`config.mk`:
```
export PLATFORM = sky130hd
export DESIGN_NAME = io_mmio_controller
export DESIGN_NICKNAME = d
export VERILOG_FILES = /design/src/rtl/io_mmio_controller.sv
export SDC_FILE = /design/constraint.sdc
export NUM_CORES = 1
export LEC_CHECK = 0
export CORE_MARGIN = 4
export CORE_UTILIZATION = 53
export CTS_CLUSTER_SIZE = 24
export DETAILED_ROUTE_END_ITERATION = 16
export PLACE_DENSITY = 0.79
export SLEW_MARGIN = 5
export SYNTH_ARGS = -nofsm -noshare
export SYNTH_HDL_FRONTEND = slang
export SYNTH_SLANG_ARGS = --single-unit
```
`constraint.sdc`:
```
create_clock -name clk -period 2.9 [get_ports clk]
set_input_delay 0.435 -clock clk [delete_from_list [all_inputs] [get_ports clk]]
set_output_delay 0.435 -clock clk [all_outputs]
set_load 0.02 [all_outputs]
```
`src/rtl/io_mmio_controller.sv`:
```
// Memory-mapped board IO: debounced buttons with sticky events, synchronised switches and a
// multiplexed hex 7-segment display. Define IO_MMIO_IRQ_EN to add IRQMASK and the irq output.
module io_mmio_controller #(
    parameter int unsigned NUM_DIGITS      = 8,
    parameter int unsigned SW_WIDTH        = 16,
    parameter int unsigned NUM_BTN         = 2,
    parameter int unsigned DEBOUNCE_CYCLES = 1000000,
    parameter int unsigned REFRESH_DIV     = 100000
) (
    input  logic                  clk,
    input  logic                  reset,
    input  logic                  sel,
    input  logic                  we,
    input  logic [4:0]            adr,
    input  logic [31:0]           wd,
    output logic [31:0]           rd,
    input  logic [NUM_BTN-1:0]    btn,
    input  logic [SW_WIDTH-1:0]   sw,
    output logic [NUM_DIGITS-1:0] an,
    output logic [6:0]            a2g,
    output logic                  dp,
    output logic                  irq
);
    localparam int unsigned DB_W   = $clog2(DEBOUNCE_CYCLES);
    localparam int unsigned PS_W   = (REFRESH_DIV > 1) ? $clog2(REFRESH_DIV) : 1;
    localparam int unsigned IDX_W  = (NUM_DIGITS > 1) ? $clog2(NUM_DIGITS) : 1;
    localparam int unsigned DISP_W = NUM_DIGITS * 4;

    localparam logic [DB_W-1:0]       DB_LAST = DB_W'(DEBOUNCE_CYCLES - 1);
    localparam logic [PS_W-1:0]       PS_LAST = PS_W'(REFRESH_DIV - 1);
    localparam logic [IDX_W-1:0]      IDX_LAST = IDX_W'(NUM_DIGITS - 1);
    localparam logic [NUM_DIGITS-1:0] DIG_ONE = NUM_DIGITS'(1);

    logic [2:0] word;
    logic       wr_en;

    logic [NUM_BTN-1:0]    btn_meta, btn_sync;
    logic [SW_WIDTH-1:0]   sw_meta, sw_sync;
    logic [NUM_BTN-1:0]    stable_q, stable_d, rise;
    logic [DB_W-1:0]       db_cnt_q [NUM_BTN];
    logic [DB_W-1:0]       db_cnt_d [NUM_BTN];
    logic [NUM_BTN-1:0]    pending_q, pending_d, clr;
    logic [DISP_W-1:0]     display_q;
    logic [NUM_DIGITS-1:0] dpmask_q;
    logic [PS_W-1:0]       presc_q;
    logic [IDX_W-1:0]      idx_q;
    logic [3:0]            cur_nibble;
    logic [NUM_DIGITS-1:0] an_q;
    logic [6:0]            a2g_q;
    logic                  dp_q;
`ifdef IO_MMIO_IRQ_EN
    logic [NUM_BTN-1:0]    irqmask_q;
    logic                  irq_q;
`endif

    // Byte-lane bits of adr and unmapped wd bits are intentionally ignored.
    logic unused;
    assign unused = ^{adr[1:0], wd};

    assign word  = adr[4:2];
    assign wr_en = sel & we;

    function automatic logic [6:0] hex_seg(input logic [3:0] v);
        logic [6:0] s;
        s = 7'h7F;
        case (v)
            4'h0: s = 7'b0000001;
            4'h1: s = 7'b1001111;
            4'h2: s = 7'b0010010;
            4'h3: s = 7'b0000110;
            4'h4: s = 7'b1001100;
            4'h5: s = 7'b0100100;
            4'h6: s = 7'b0100000;
            4'h7: s = 7'b0001111;
            4'h8: s = 7'b0000000;
            4'h9: s = 7'b0000100;
            4'hA: s = 7'b0001000;
            4'hB: s = 7'b1100000;
            4'hC: s = 7'b0110001;
            4'hD: s = 7'b1000010;
            4'hE: s = 7'b0110000;
            4'hF: s = 7'b0111000;
            default: s = 7'h7F;
        endcase
        return s;
    endfunction

    // Accept a new level only after DEBOUNCE_CYCLES consecutive mismatching samples.
    always_comb begin
        stable_d = stable_q;
        rise     = '0;
        for (int i = 0; i < NUM_BTN; i++) begin
            db_cnt_d[i] = '0;
            if (btn_sync[i] != stable_q[i]) begin
                if (db_cnt_q[i] == DB_LAST) begin
                    stable_d[i] = btn_sync[i];
                    rise[i]     = btn_sync[i];
                end else begin
                    db_cnt_d[i] = db_cnt_q[i] + DB_W'(1);
                end
            end
        end
    end

    // A new event in the same cycle as its clear survives.
    assign clr        = (wr_en && word == 3'd0) ? wd[NUM_BTN-1:0] : '0;
    assign pending_d  = (pending_q & ~clr) | rise;
    assign cur_nibble = 4'(display_q >> {idx_q, 2'b00});

    always_ff @(posedge clk) begin
        if (reset) begin
            btn_meta  <= '0;
            btn_sync  <= '0;
            sw_meta   <= '0;
            sw_sync   <= '0;
            stable_q  <= '0;
            db_cnt_q  <= '{default: '0};
            pending_q <= '0;
            display_q <= '0;
            dpmask_q  <= '0;
            presc_q   <= '0;
            idx_q     <= '0;
            an_q      <= '1;
            a2g_q     <= 7'h7F;
            dp_q      <= 1'b1;
        end else begin
            btn_meta  <= btn;
            btn_sync  <= btn_meta;
            sw_meta   <= sw;
            sw_sync   <= sw_meta;
            stable_q  <= stable_d;
            db_cnt_q  <= db_cnt_d;
            pending_q <= pending_d;
            if (wr_en && word == 3'd2) display_q <= wd[DISP_W-1:0];
            if (wr_en && word == 3'd3) dpmask_q <= wd[NUM_DIGITS-1:0];
            if (presc_q == PS_LAST) begin
                presc_q <= '0;
                idx_q   <= (idx_q == IDX_LAST) ? '0 : idx_q + IDX_W'(1);
            end else begin
                presc_q <= presc_q + PS_W'(1);
            end
            an_q  <= ~(DIG_ONE << idx_q);
            a2g_q <= hex_seg(cur_nibble);
            dp_q  <= ~dpmask_q[idx_q];
        end
    end

`ifdef IO_MMIO_IRQ_EN
    always_ff @(posedge clk) begin
        if (reset) begin
            irqmask_q <= '0;
            irq_q     <= 1'b0;
        end else begin
            if (wr_en && word == 3'd4) irqmask_q <= wd[NUM_BTN-1:0];
            irq_q <= |(pending_q & irqmask_q);
        end
    end
    assign irq = irq_q;
`else
    assign irq = 1'b0;
`endif

    always_comb begin
        rd = '0;
        if (sel) begin
            case (word)
                3'd0: rd = 32'(pending_q);
                3'd1: rd = 32'(sw_sync);
                3'd2: rd = 32'(display_q);
                3'd3: rd = 32'(dpmask_q);
`ifdef IO_MMIO_IRQ_EN
                3'd4: rd = 32'(irqmask_q);
`endif
                default: rd = '0;
            endcase
        end
    end

    assign an  = an_q;
    assign a2g = a2g_q;
    assign dp  = dp_q;

endmodule

```
== Word-level counts from Yosys, hierarchy flattened ==
Memories as Yosys holds them, arrays and structs flattened. A register that Yosys moved wholly into a read port is not among the register bits.
Cells that the tools add are included.

* Register bits: 149
* Bits in latches: 0
* Bits in writable memories: 0
* ROM bits: 112
* Bits of input ports: 59
* Output and inout port bits: 49
* Logic and storage cells: 59
* Memories kept: 1

{| class="wikitable"
|+ Memory list
! memory !! depth !! width !! rd ports !! clocked after memory_dff !! write ports !! line !! text
|-
| (name not given) || 16 || 7 || 1 || 1 || 0 || 66 || <nowiki>case (v)</nowiki>
|}

* Add/subtract/negate cells: 4
* Multiply operators: 0
* Divide/modulo/power cells: 0
* $lt $le $gt $ge: 1
* Equality and inequality tests: 9
* Shift operators: 2
* Mux-type cells: 10
* Bitwise logic cells: 8
* Reduce and logical (&&, ||, !) cells: 9

{| class="wikitable"
|+ Operator list
! operator !! count
|-
| $pmux W32 S4 || 1
|-
| $add A20 B1 Y20 const B || 2
|-
| $eq A20 B20 Y1 const B || 2
|-
| $mux W32 || 1
|-
| $shr A32 B5 Y4 || 1
|-
| $add A17 B1 Y17 const B || 1
|-
| $eq A17 B17 Y1 const B || 1
|-
| $not A8 Y8 || 1
|-
| $shl A1 B3 Y8 const A || 1
|-
| $eq A3 B2 Y1 const B || 2
|-
| $reduce_or A3 Y1 || 2
|-
| $mux W1 || 5
|-
| $lt A3 B4 Y1 const B || 1
|-
| $reduce_and A2 Y1 || 2
|-
| $add A3 B1 Y3 const B || 1
|-
| $bmux W1 S3 || 1
|-
| $eq A3 B1 Y1 const B || 1
|-
| $eq A3 B3 Y1 const B || 1
|-
| $logic_and A1 B1 Y1 || 3
|-
| $logic_not A3 Y1 || 1
|-
| $mux W3 || 1
|-
| $not A1 Y1 || 3
|-
| $and A2 B2 Y2 || 1
|-
| $mux W2 || 1
|-
| 5 further kinds || 6
|}

== Logic depth before layout (Yosys ltp) ==
Gate-level depths: netlist (run 1).

* Depth after elaboration: 6
* Gate-level depth with buffers: 10
* Gate-level depth less buffers: 8

== Worst setup path before layout (run 1) ==
Ideal clock, no wire load.

* Path kind: reg-to-reg
* Start point: reg idx_q[0]
* End point: reg a2g_q[3] (netlist: a2g[3])
* Library setup time: 0.074 ns
* Arrival: 2.180 ns
* Data required time: 2.826 ns
* Slack: 0.646 ns
* Cell stages (with the launch flop): 10
* Path buffers: 2
* Period minus slack after synthesis: 2.254 ns
* Cells stage by stage: dfxtp_1 buf_6 buf_12 mux4_1 mux2_2 inv_2 ha_1 nor3_1 a2111oi_2 a31oi_1

* Longest elaborated chain between the ends: 1

{| class="wikitable"
|+ RTL lines
! what !! line !! text
|-
| from (decl) || 46 || <nowiki>logic [IDX_W-1:0] idx_q;</nowiki>
|-
| from (signal assigned) || 138 || <nowiki>idx_q <= (idx_q == IDX_LAST) ? '0 : idx_q + IDX_W'(1);</nowiki>
|-
| $shr A32 B5 Y4 || 108 || <nowiki>assign cur_nibble = 4'(display_q >> {idx_q, 2'b00});</nowiki>
|-
| to (decl) || 49 || <nowiki>logic [6:0] a2g_q;</nowiki>
|}

Every way passes these cells.
A chain may end at the register's enable or synchronous reset.

== Final worst setup path (run 1) ==
* Start point: in adr[3]
* End point: out rd[12]

* Longest elaborated chain between the ends: 3
* Elaborated cells on any way between the ends: 6
* Those cells by class: 3 x eq/ne; 2 x mux; 1 x reduce/logical

{| class="wikitable"
|+ RTL lines
! what !! line !! text
|-
| from (decl) || 14 || <nowiki>input logic [4:0] adr,</nowiki>
|-
| $eq A3 B2 Y1 (tied with other cells) || 166 || <nowiki>case (word)</nowiki>
|-
| $pmux W32 S4 (*) || 166 ||
|-
| $mux W32 (*) || 165 || <nowiki>if (sel) begin</nowiki>
|-
| to (decl) || 16 || <nowiki>output logic [31:0] rd,</nowiki>
|}

Mark *: on every way between the ends. The rest lies on a longest branch, timed or not.

==> results_dict.tcl, run 1 <==
set metrics [dict create \
    power_w 0.00467 \
    async_reset_ff_share_pct 0 \
    crit_slowest_cell "clkdlybuf4s50_1" \
    firstDrtPassIters 5 \
    rsz0062_at_grt "false" \
    portBuffers 104 \
    routed_wl_mm 14.6 \
    fin_tns_setup_ns 0 \
    cp.arrival_ns 2.32 \
    antenna_left 0 \
    root_buffer "clkbuf_16" \
    io_pins 108 \
    die_x_um 120 \
    synth-seq-area-share_pct 47.0 \
    switching_share_pct 21.2 \
    start_util_pct 54.7 \
    clk_latency_ns 0.42 \
    setup-violations-final 0 \
    cp_cell_sequence "clkdlybuf4s50_1 -> buf_4 -> nor2b_1 -> buf_4 -> a22oi_1 -> nor2_1 -> clkdlybuf4s50_1" \
    grt_pass1_vias 5160 \
    ctsLongestPathBuffers 2 \
    gr-total-overflow 0 \
    final_max_slew_viol_count 0 \
    fmax_mhz 363 \
    syn_nets 798 \
    area_growth_pct 26.3 \
    hp-class "reg2reg" \
    routed_via_density 5.25 \
    tightest_slew_ns 0.682 \
    critPathMaxFanout 14 \
    period_share_pct 95.0 \
    routedWlPerCell_um 14.6 \
    final_cell_area_sq_um 8400 \
    crit_start "adr[3]" \
    endpoint_kind "output pin" \
    die_y_um 120 \
    clock_power_share_pct 47.9 \
    synth.distinct_cells 49 \
    p_leak_nw 3.03 \
    drive_above_1_share_pct 9.22 \
    vias 5263 \
    grt_usage_pct 21.1 \
    place_area_sq_um 7790 \
    drc 0 \
    dr.first_iter.drc_count 464 \
    avgSynthCellArea_sq_um 9.18 \
    finClkSkew_ns 0.00533 \
    synth_top_flop_cell "dfxtp_1" \
    relSlewSlack_pct 54.1 \
    finalCriticalPeriod_ns 2.76 \
    fin_nets 896 \
    cts_sinks 156 \
    grt_pass1_wl_mm 24.6 \
    yosys_warnings 0 \
    p_sw_w 0.000988 \
    drv_cap 0 \
    dp_hpwl_mm 10.7 \
    ir_worst_vdd_v 0.000405 \
    post-route-util_pct 69.0 \
    synth_edf_count 0 \
    clk_pin_slew_ns 0.06 \
    max_stage_delay_ns 0.63 \
    die_area_sq_um 14400 \
    crit_path_start_kind "primary input" \
    power_density_nw_per_um2 556 \
    path_class "in2out" \
    crit_required_ns 2.47 \
    internal_power_w 0.00368 \
    status "completed" \
    cts-htree-levels 4 \
    syn_area_sq_um 6650 \
    rows 40 \
    post_cts_buffers 0 \
    seq_power_share_pct 47.2 \
    cts_made_buffers 17 \
    diodes 0 \
    r2r_start "idx_q[0]" \
    cts_tree "built" \
    finalHoldViolCount 0 \
    antenna_found_initial 0 \
    synth_cells 724 \
    core_sq_um 12200 \
    ys_ff_latch 156 \
    comb_power_share_pct 4.9 \
    hp-start "sw_meta[3]" \
    gp_congestion 0.932 \
    grt_max_degree 67 \
]
## synthesized netlist by cell type, drive strengths merged (2+ instances only)
| library cell | count | area, sq um |
|---|---|---|
| nor4 | 5 | 31.3 |
| nand3 | 24 | 120 |
| and4 | 2 | 17.5 |
| nand2 | 102 | 383 |
| nor2b | 42 | 263 |
| xnor2 | 20 | 175 |
| inv | 12 | 45.1 |
| and3 | 13 | 81.3 |
| mux4 | 10 | 244 |
| nor2 | 99 | 402 |
| nand2b | 4 | 25.0 |
| nor3 | 11 | 55.1 |
| or2 | 2 | 12.5 |
| a21oi | 38 | 190 |
| buf | 13 | 116 |
| nand4 | 10 | 62.6 |
| a32oi | 2 | 17.5 |
| or3 | 4 | 30.0 |
| and2 | 20 | 125 |
| dfxtp | 156 | 3120 |
| xor2 | 33 | 289 |
| ha | 15 | 188 |
| a22oi | 15 | 113 |
| o21ai | 3 | 15.0 |
| nand4b | 2 | 17.5 |
| mux2i | 17 | 170 |
| clkbuf | 23 | 86.3 |
| a31oi | 3 | 18.8 |
| mux2 | 10 | 116 |
| o221ai | 3 | 26.3 |
## logic make-up after synthesis
family	Yosys count	synth area share (%)
AND/OR/NAND/NOR	344	25.0
flip-flops	156	47.0
AO/OA/AOI/OAI	69	6.42
adder cells (fa/ha/maj)	15	2.82
XOR/XNOR	53	6.98
multiplexers	37	7.98
other	1	0.0564
buffers and inverters	49	3.78
## final timing paths
path	cells after the start	endpoint	slack, ns
worst min register to register	1	sw_sync[3]	0.43
worst max register to register	7	a2g[3]	0.24
worst max-delay path	7	rd[12]	0.14
worst min-delay path	1	sw_sync[3]	0.43
## layer usage
metal / GRT usage [%] / up-vias / share of wire, %
met5: 0 / - / 0
met4: 6.59 / 0 / 1.1
met3: 6.50 / 18 / 5.3
met2: 35.3 / 144 / 50
met1: 25.9 / 2479 / 44
li1: - / 2622 / -
## critical path, delay by kind of cell
kind                   cells  cell delay (ns)
and+or+nand+nor            2             0.30
AOI/OAI and AO/OA          1             0.11
buffers and inverters      4             1.47
## what timing repair did
item                       4_1_cts  5_1_grt
setup endpoints to repair        1        0
resized for setup                1        0
hold buffers                     0        0
## cells in the final DEF (no fill, tap or decap), types with 9 or more instances in the layout
cell type	synthesis	final
a21oi_1	38	38
a22oi_1	15	15
and2_1	20	20
and3_1	13	13
buf_4	1	10
clkbuf_16	0	17
clkdlybuf4s50_1	0	102
dfxtp_1	156	156
ha_1	15	15
inv_1	10	10
mux2_2	9	9
mux2i_1	17	17
nand2_1	102	102
nand3_1	24	24
nand4_1	10	10
nor2_1	87	86
nor2_2	12	13
nor2b_1	42	42
nor3_1	11	11
xnor2_1	20	20
xor2_1	33	33
## state kept, by name, indices dropped and copies added (netlist names), 2 cells and up
register and flops:
btn_sync 2, a2g 7, presc_q 17, an 8, stable_q 2, idx_q 3
dpmask_q 8, display_q 32, pending_q 2, sw_sync 16, btn_meta 2, db_cnt_q 40
sw_meta 16
## final cells by class
| type | count | area, sq um |
|---|---|---|
| fill | 898 | 3760 |
| clock inverter | 10 | 126 |
| sequential | 156 | 3120 |
| clock buffer | 22 | 484 |
| multi-input combinational | 519 | 3270 |
| inverter | 13 | 48.8 |
| timing repair buffer | 115 | 1130 |
| tap | 168 | 210 |
## metrics by stage
step	setup WS (ns)	hold slack, ns	std cells
finish	0.144	0.433	1003
global route	0.0512	0.451	1003
CTS	0.136	0.434	1003
detailed placement	0.0119	0.420	971
global placement	0.0376	0.420	971
floorplan	0.646	0.414	724
## power by group through the flow
stage	logic (W)	clock network, W	registers [W]
floorplan	0.000106	0	0.00225
global placement	0.000225	0	0.00225
detailed placement	0.000231	0	0.00225
CTS	0.000232	0.00228	0.00220
global route	0.000251	0.00237	0.00221
finish	0.000230	0.00224	0.00220
(Power assumes the default switching activity.)
==> run 2, diff against run 1 <==
--- a/config.mk
+++ b/config.mk
@@ -9,6 +9,7 @@
 export CORE_UTILIZATION = 53
 export CTS_CLUSTER_SIZE = 24
 export DETAILED_ROUTE_END_ITERATION = 16
+export MAX_ROUTING_LAYER = met4
 export PLACE_DENSITY = 0.79
 export SLEW_MARGIN = 5
 export SYNTH_ARGS = -nofsm -noshare
==> run 2 against run 1 <==
Combinational power about the same. Clock skew about the same. Via count increased by 0.15%. Critical path depth stayed put. Power grew 0.12%. Register-to-register slack lost 0.02 ns. Non-clock buffer count stayed put. Hold slack hardly changed. Flip-flop and latch count unchanged. Sequential share of layout area is the same. Maximum frequency rose by 0.12%. Largest power group unchanged.
==> results_dict.tcl, run 2 (synthesis gave the netlist of run 1 again) <==
set metrics [dict create \
    status "completed" \
    start_util_pct 54.7 \
    grt_pass1_wl_mm 24.5 \
    reg2reg_slack_ns 0.22 \
    fin_tns_setup_ns 0 \
    die_x_um 120 \
    drive_above_1_share_pct 9.22 \
    ctsLongestPathBuffers 2 \
    period_share_pct 94.9 \
    die_area_sq_um 14400 \
    dp_slack_ns 0.0119 \
    setup-violations-final 0 \
    tightest_slew_ns 0.641 \
    dp_hpwl_mm 10.7 \
    critPathMaxFanout 14 \
    die_y_um 120 \
    cts_sinks 156 \
    layout_common_cells "dfxtp_1, nand2_1, clkdlybuf4s50_1" \
    ff2ff_path_depth 7 \
    internal_power_w 0.00368 \
    clk_latency_ns 0.42 \
    cts_tree "built" \
    final_max_slew_viol_count 0 \
    finalHoldViolCount 0 \
    hp-class "reg2reg" \
    final_common_cell "dfxtp_1" \
    portBuffers 104 \
    cp.arrival_ns 2.32 \
    seq_power_share_pct 47.1 \
    comb_power_share_pct 4.9 \
    regToRegEndpoint "a2g[3]" \
    io_pins 108 \
    vias 5271 \
    gp_congestion 0.948 \
    finalCriticalPeriod_ns 2.75 \
    routed_via_density 5.26 \
    routed_wl_mm 14.7 \
    largest_reg_flops 40 \
    drc 0 \
    dp.cells 971 \
    p_leak_nw 3.03 \
    antenna_found_initial 0 \
    root_buffer "clkbuf_16" \
    postCtsHoldBufs 0 \
    hp-start "sw_meta[3]" \
    final_cells 1003 \
    fin_nets 896 \
    antenna_left 0 \
    fin_ws_ns 0.147 \
    r2r_start "idx_q[0]" \
    grt_pass1_vias 5176 \
    finClkSkew_ns 0.00545 \
    reg.largest.list "db_cnt_q: 40 flops, display_q: 32 flops, presc_q: 17 flops" \
    power_density_nw_per_um2 557 \
    grt_usage_pct 21.6 \
    firstDrtPassIters 5 \
    endpoint_kind "output pin" \
    core_sq_um 12200 \
    switching_share_pct 21.3 \
    rsz0062_at_grt "false" \
    fmax_mhz 363 \
    crit_required_ns 2.47 \
    whs_path_depth 1 \
    cts_made_buffers 17 \
    p_sw_w 0.000994 \
    top_register "db_cnt_q" \
    drv_cap 0 \
    grt_max_degree 67 \
    clock_power_share_pct 48.0 \
    path_class "in2out" \
    holdPathEnd "sw_sync[3]" \
    ir_worst_vdd_v 0.000405 \
    routedWlPerCell_um 14.6 \
    gr-total-overflow 0 \
    cts-htree-levels 4 \
    diodes 0 \
    crit_path_start_kind "primary input" \
    hold_slack_ns 0.433 \
    rows 40 \
    clk_pin_slew_ns 0.06 \
    area_growth_pct 26.3 \
    dr.first_iter.drc_count 497 \
    relSlewSlack_pct 56.9 \
]
[run 2: what timing repair did]
item                                    4_1_cts  5_1_grt
hold endpoints to repair                      0        0
setup buffers                                 0        0
endpoints found under the setup margin        1        0
gates resized for setup                       1        0
[run 2: worst max path at each step]
stage                  start      to  slack, ns  cells after the start
finish                adr[3]  rd[12]       0.15                      7
detailed placement    adr[2]  rd[30]       0.01                      6
floorplan           idx_q[0]  a2g[3]       0.65                      9
global route        idx_q[0]  a2g[3]       0.05                      7
CTS                   adr[3]  rd[12]       0.14                      7
global placement      adr[2]   rd[0]       0.04                      4
[run 2: cell type report]
type | instances | area [sq um]
fill | 898 | 3760
multi-input combinational | 519 | 3270
sequential | 156 | 3120
timing repair buffer | 115 | 1130
clock buffer | 22 | 484
tap | 168 | 210
clock inverter | 10 | 126
inverter | 13 | 48.8
[run 2: stage by stage]
step                      utilization (%)  total power, W  instance area [sq um]
after CTS                            69.0         0.00471                   8400
after global routing                 69.0         0.00483                   8400
final                                69.0         0.00468                   8400
after global placement               64.0         0.00247                   7790
after floorplan                         -         0.00236                   6650
after detailed placement             64.0         0.00248                   7790
[run 2: worst max-delay path: stages]
cell and delay [ns]:
clkdlybuf4s50_1 0.45, buf_4 0.19, nor2b_1 0.15, buf_4 0.20, a22oi_1 0.11, nor2_1 0.14, clkdlybuf4s50_1 0.63
[run 2: power by group through the flow]
stage / clock, W / combinational [W] / sequential (W)
finish: 0.00224 / 0.000230 / 0.00220
CTS: 0.00228 / 0.000232 / 0.00220
global route: 0.00238 / 0.000251 / 0.00221
floorplan: 0 / 0.000106 / 0.00225
detailed placement: 0 / 0.000231 / 0.00225
global placement: 0 / 0.000225 / 0.00225
[run 2: routing by layer]
metal / track usage [%] / wire length [um] / vias to the layer above
li1: - / - / 2620
met1: 26.0 / 6420 / 2474
met2: 35.3 / 7220 / 151
met3: 6.27 / 777 / 26
met4: 6.59 / 255 / 0
met5: - / 0 / -
